**config.mk**
```make
export PLATFORM = sky130hd
export DESIGN_NAME = prio_req_dispatch
export DESIGN_NICKNAME = d
export VERILOG_FILES = /design/src/rtl/prio_req_dispatch.sv
export SDC_FILE = /design/constraint.sdc
export NUM_CORES = 1
export LEC_CHECK = 0
export CORE_MARGIN = 1
export CORE_UTILIZATION = 40
export DETAILED_ROUTE_END_ITERATION = 16
export GPL_TIMING_DRIVEN = 0
export PLACE_DENSITY_LB_ADDON = 0.2
export RECOVER_POWER = 100
export SYNTH_ARGS = -nofsm -noshare
export SYNTH_HDL_FRONTEND = slang
export SYNTH_SLANG_ARGS = --single-unit
```
**constraint.sdc**
```tcl
create_clock -name clk -period 4.1 [get_ports clk]
set_input_delay 1.23 -clock clk [delete_from_list [all_inputs] [get_ports clk]]
set_output_delay 1.23 -clock clk [all_outputs]
set_load 0.01 [all_outputs]
```
**src/rtl/prio_req_dispatch.sv**
```systemverilog
// Four-source request collector with a lowest-index-first dispatcher feeding a
// single-entry valid/ready output slot, plus a saturating count of merged requests.
module prio_req_dispatch #(
  parameter int DROP_W = 8
) (
  input  logic              clk,
  input  logic              reset,
  input  logic [3:0]        req_in,
  input  logic              out_ready,
  output logic              out_valid,
  output logic [1:0]        out_pos,
  output logic [3:0]        pending,
  output logic              busy,
  output logic [DROP_W-1:0] drop_cnt
);

  localparam int SUM_W = DROP_W + 3;
  localparam logic [SUM_W-1:0] DROP_MAX = SUM_W'({DROP_W{1'b1}});

  typedef enum logic {
    EMPTY = 1'b0,
    FULL  = 1'b1
  } state_e;

  state_e            state_q, state_d;
  logic [3:0]        pending_q, pending_d;
  logic [1:0]        pos_q, pos_d;
  logic [DROP_W-1:0] drop_q, drop_d;

  logic              any_pend;
  logic [1:0]        sel;
  logic              load;
  logic [3:0]        load_mask;
  logic [3:0]        drop_bits;
  logic [2:0]        drop_inc;
  logic [SUM_W-1:0]  drop_sum;

  assign any_pend = |pending_q;

  // Scan from the lowest priority upward so the lowest set index wins.
  always_comb begin
    sel = 2'd0;
    for (int i = 3; i >= 0; i--) begin
      if (pending_q[i]) sel = 2'(i);
    end
  end

  // NOTE: every signal driven here gets a default first, so no path leaves it
  // unassigned and no latch is inferred.
  always_comb begin
    state_d = state_q;
    pos_d   = pos_q;
    load    = 1'b0;
    unique case (state_q)
      EMPTY: begin
        if (any_pend) begin
          load    = 1'b1;
          pos_d   = sel;
          state_d = FULL;
        end
      end
      FULL: begin
        if (out_ready) begin
          if (any_pend) begin
            load  = 1'b1;
            pos_d = sel;
          end else begin
            pos_d   = 2'd0;
            state_d = EMPTY;
          end
        end
      end
      default: begin
        pos_d   = 2'd0;
        state_d = EMPTY;
      end
    endcase
  end

  // A request landing on the bit being loaded is a fresh request, not a drop.
  always_comb begin
    load_mask = load ? (4'b0001 << sel) : 4'b0000;
    pending_d = (pending_q & ~load_mask) | req_in;
    drop_bits = req_in & pending_q & ~load_mask;
    drop_inc  = {2'b00, drop_bits[0]} + {2'b00, drop_bits[1]}
              + {2'b00, drop_bits[2]} + {2'b00, drop_bits[3]};
    drop_sum  = SUM_W'(drop_q) + SUM_W'(drop_inc);
    drop_d    = (drop_sum > DROP_MAX) ? {DROP_W{1'b1}} : drop_sum[DROP_W-1:0];
  end

  // NOTE: sequential state uses non-blocking assignments so every register
  // samples the pre-edge values regardless of statement order.
  always_ff @(posedge clk) begin
    if (reset) begin
      state_q   <= EMPTY;
      pending_q <= 4'b0000;
      pos_q     <= 2'd0;
      drop_q    <= '0;
    end else begin
      state_q   <= state_d;
      pending_q <= pending_d;
      pos_q     <= pos_d;
      drop_q    <= drop_d;
    end
  end

  assign out_valid = (state_q == FULL);
  assign out_pos   = pos_q;
  assign pending   = pending_q;
  assign busy      = any_pend | out_valid;
  assign drop_cnt  = drop_q;

endmodule
```
## Word-level counts from Yosys, hierarchy flattened

Index checks and enable logic that the tools add are counted.

| word-level totals | value |
|---|---|
| register bits after elaboration | 15 |
| logic and storage cells | 36 |

| operators by class | value |
|---|---|
| $add $sub $neg | 4 |
| order comparisons | 1 |
| equality and inequality tests | 2 |
| shift-type cells | 1 |
| muxes and demuxes | 15 |
| bitwise logic cells | 7 |
| reductions and logical operators | 2 |

Operator list:

| cell | number |
|---|---|
| $mux 2 | 7 |
| $and 4x4->4 | 3 |
| $add 8x3->9 | 1 |
| $gt 9x8->1 const B | 1 |
| $mux 8 | 1 |
| $mux 4 | 1 |
| $ne 2x2->1 const B | 2 |
| $not 4->4 | 1 |
| $or 4x4->4 | 1 |
| $pmux 1 s2 | 2 |
| $pmux 2 s2 | 1 |
| $reduce_or 4->1 | 1 |
| $shl 1x2->4 const A | 1 |
| $add 2x1->3 | 1 |
| $add 3x1->3 | 1 |
| $mux 1 | 3 |
| $add 1x1->2 | 1 |
| $reduce_and 2->1 | 1 |
| $not 1->1 | 1 |
| $or 1x1->1 | 1 |

## Longest topological paths before layout

| depth | value |
|---|---|
| word-level depth | 14 |
| mapped depth | 11 |
| gate-level depth less buffers | 11 |

## Worst setup path after synthesis

Ideal clock, no wire load.

| timing | value |
|---|---|
| path kind | in2reg |
| start point | input out_ready |
| end point | register drop_q[6] (netlist: drop_cnt[6]) |
| setup time | 128 ps |
| arrival time | 3729 ps |
| required time | 3972 ps |
| path slack | 244 ps |
| stages on the path | 11 |
| path buffers | 0 |
| path through | and2b_1 > or3_1 > nand3_1 > fa_1 > fa_1 > inv_1 > fa_1 > nand2_2 > or4b_1 > o21ai_1 > nor2_1 |

| between the ends | value |
|---|---|
| longest elaborated chain between the ends | 11 |

RTL lines:

| element | line | source |
|---|---|---|
| start, declared | 9 | `input logic out_ready,` |
| $mux 1 (*) | 63 | `if (out_ready) begin` |
| $pmux 1 s2 (*) | 54 | `unique case (state_q)` |
| $mux 4 (*) | 82 | `load_mask = load ? (4'b0001 << sel) : 4'b0000;` |
| $not 4->4 (*) | 84 | `drop_bits = req_in & pending_q & ~load_mask;` |
| $and 4x4->4 (*) | 84 |  |
| $add 1x1->2 | 85 | `drop_inc = {2'b00, drop_bits[0]} + {2'b00, drop_bits[1]}` |
| $add 2x1->3 | 86 | `+ {2'b00, drop_bits[2]} + {2'b00, drop_bits[3]};` |
| $add 3x1->3 (*) | 86 |  |
| $add 8x3->9 (*) | 87 | `drop_sum = SUM_W'(drop_q) + SUM_W'(drop_inc);` |
| $gt 9x8->1 | 88 | `drop_d = (drop_sum > DROP_MAX) ? {DROP_W{1'b1}} : drop_sum[DROP_W-1:0];` |
| $mux 8 (*) | 88 |  |
| end signal, assigned | 103 | `drop_q <= drop_d;` |
| end, declared | 28 | `logic [DROP_W-1:0] drop_q, drop_d;` |

Mark *: on every way between the ends. The rest lies on a longest branch, timed or not.
A chain may end at the register's enable or synchronous reset.

## Final worst setup path

Same ends and word-level chain as after synthesis.

==> flow_summary.json <==
{
  "slew_headroom_pct": 69.6,
  "peakVddDrop_v": 0.000223,
  "overflow": 0,
  "post-dp-hpwl_um": 1130,
  "post_drt_wl_per_cell_um": 12.9,
  "min_path_type": "flip-flop to flip-flop",
  "async_flop_share_pct": 0,
  "seq_power_share_pct": 52.4,
  "avgSynthCellArea_um2": 8.91,
  "cts_buffer_depth": 2,
  "synth_fa_ha_area_share_pct": 10.2,
  "synthDistinctLibCells": 29,
  "grt_max_degree": 11,
  "dpl_cell_area_um2": 953,
  "setup-violations-final": 0,
  "antenna_found_initial": 0,
  "rrSetupSlack_ns": 1.20,
  "hold_viol": 0,
  "worstSetupStartpointType": "primary input",
  "power_frac_clock_pct": 28.4,
  "p_leak_nw": 0.436,
  "die-height_um": 44.2,
  "grt_pass1_vias": 562,
  "dieArea_mm2": 0.00196,
  "die_x_um": 44.2,
  "cp-end-kind": "flip-flop",
  "track_usage_pct": 18.0,
  "htree_levels": 1,
  "crit_type": "primary input to flip-flop",
  "final_nets": 121,
  "clk_pin_slew_ns": 0.09,
  "max_freq_ghz": 0.251,
  "place.gp.congestion": 0.733,
  "synth-seq-area-share_pct": 42.1,
  "synth_top_area_share_pct": 42.1,
  "power_switching_mw": 0.0831,
  "synth-compound-area-share_pct": 15.8,
  "first_pass_iters": 10,
  "initial_core_util_pct": 45.2,
  "violations": "DRC",
  "diodes": 0,
  "synth-main-ff-cell": "dfxtp_1",
  "synth_top_family_by_area": "simple AND/OR/NAND/NOR gates",
  "viasPerCell": 5.51,
  "yosysWarnings": 0,
  "clock-sinks": 15,
  "yosys.area_share.simple_pct": 25.8,
  "cp.arrival_ns": 4.15,
  "intPower_mw": 0.223,
  "num_rows": 14,
  "tightestPinTransition_ns": 0.456,
  "ant_nets": 0,
  "cts_tree": "done",
  "area_growth_pct": 42.3,
  "synth-seq-cells": 15,
  "synth.area.top_cells": "dfxtp_1, fa_1, a21oi_1, nor2_1, inv_1",
  "fin_crit_sh_pct": 97.2,
  "drt_iter0_markers": 12,
  "maxCapViolations": 0,
  "layout-drive-gt1-share_pct": 15.6,
  "final-max-slew-violation-count": 0,
  "synthTopCellsByCount": "dfxtp_1, a21oi_1, nor2_1",
  "min_period_ns": 3.98,
  "synth-xor-area-share_pct": 2.46,
  "outcome": "complete, but fails checks",
  "power_density_mw_per_mm2": 302,
  "synth_area_um2": 713,
  "core_area_mm2": 0.00158,
  "io_pins": 23,
  "cts_buffers": 3,
  "finalInstanceArea_mm2": 0.00101,
  "grt_pass1_wl_um": 2500,
  "synth_edf_count": 0,
  "fin_skew_ns": 0.000496,
  "numPortBuffers": 22,
  "clock_latency_ns": 0.28,
  "drc": 2,
  "routed_wirelength_um": 1620,
  "synthCells": 80,
  "synth_nets": 91,
  "rsz0062_at_grt": "false",
  "power_frac_comb_pct": 19.2,
  "synth.mux.area_fraction_pct": 0,
  "post-synth-top-area-cell": "dfxtp_1",
  "tns_ns": 0,
  "cts_root_buf": "clkbuf_4",
  "required_ns": 4.27,
  "num-fill-cells": 154,
  "path_max_fanout": 5,
  "vias": 689,
  "synth.most_common_cell": "dfxtp_1",
  "hold_buffers": 0,
  "netSwitchingFraction_pct": 27.1
}
layout make-up:
| cell class | count | area [µm²] | area share [%] |
|---|---|---|---|
| plain buffers | 1 | 3.75 | 0.370 |
| clock buffers | 4 | 26.3 | 2.59 |
| inverters | 6 | 22.5 | 2.22 |
| multi-input cells | 58 | 403 | 39.7 |
| flip-flops and latches | 15 | 300 | 29.6 |
| well taps | 16 | 20.0 | 1.97 |
| repair buffers | 25 | 239 | 23.6 |
layout by cell type (no fill, tap or decap), types with 2 or more instances in the layout:
cell / instances
clkdlybuf4s50_1: 5
clkbuf_4: 3
clkbuf_1: 3
nand2_1: 2
nand3_2: 2
dlygate4sd3_1: 17
or2_2: 2
buf_4: 2
a2bb2oi_1: 2
a21oi_1: 11
nand3_1: 3
fa_2: 2
nor2_1: 11
inv_1: 5
nor3_1: 4
dfxtp_1: 15
worst paths after layout:
check / from / endpoint / cells past startpoint
min: out_pos[1] / out_pos[1] / 2
max: out_ready / drop_cnt[6] / 12
max reg2reg: out_valid / drop_cnt[6] / 11
min reg2reg: out_pos[1] / out_pos[1] / 2
cell families after synthesis:
| kind of cell | after synthesis |
|---|---|
| AOI/OAI and AO/OA | 19 |
| and+or+nand+nor | 33 |
| xor gates and xnor gates | 2 |
| DFF | 15 |
| adders and majority gates | 4 |
| buffers and inverters | 7 |
through the flow:
step                power, mW  hold WS, ns  util [%]  setup WS (ns)  std cells
finish                  0.307        0.489      64.4          0.115        125
global route            0.323        0.546      64.4         0.0170        125
CTS                     0.311        0.501      63.3         0.0556        123
detailed placement      0.224        0.480      60.5         -0.403        118
global placement        0.222        0.474      60.5         -0.371        118
floorplan               0.194        0.524         -          0.244         80
registers in the layout (all words and copies together), names as in the netlist:
signal,flops
pending,4
out_pos,2
drop_cnt,8
out_valid,1
metal layers:
metal,vias up,wire length [µm],track usage (%)
li1,341,-,-
met1,314,710,22.0
met2,29,771,29.1
met3,5,91,2.45
met4,0,41,12.7
met5,-,0,0
critical path, stage by stage:
cell and delay (ns):
clkdlybuf4s50_1 0.45, and2b_2 0.21, or3_4 0.35, nand3_1 0.11, fa_1 0.45, fa_2 0.38, inv_2 0.07, fa_2 0.23
nand2_4 0.07, or4b_1 0.46, o21ai_1 0.08, nor2_1 0.05
power by group through the flow:
stage	logic (mW)	registers [mW]	clock network (mW)
floorplan	0.0266	0.167	0
global placement	0.0586	0.164	0
detailed placement	0.0592	0.164	0
CTS	0.0621	0.161	0.0878
global route	0.0650	0.162	0.0957
finish	0.0588	0.161	0.0870
repair_timing:
action                                  in CTS  in global routing
gates resized for setup                      4                  2
pin swaps                                    2                  3
gates cloned                                 0                  0
endpoints found under the hold margin        0                  0
buffers inserted                             1                  2
endpoints found under the setup margin       1                  1
No activity file was read; power rests on OpenSTA's default activity.
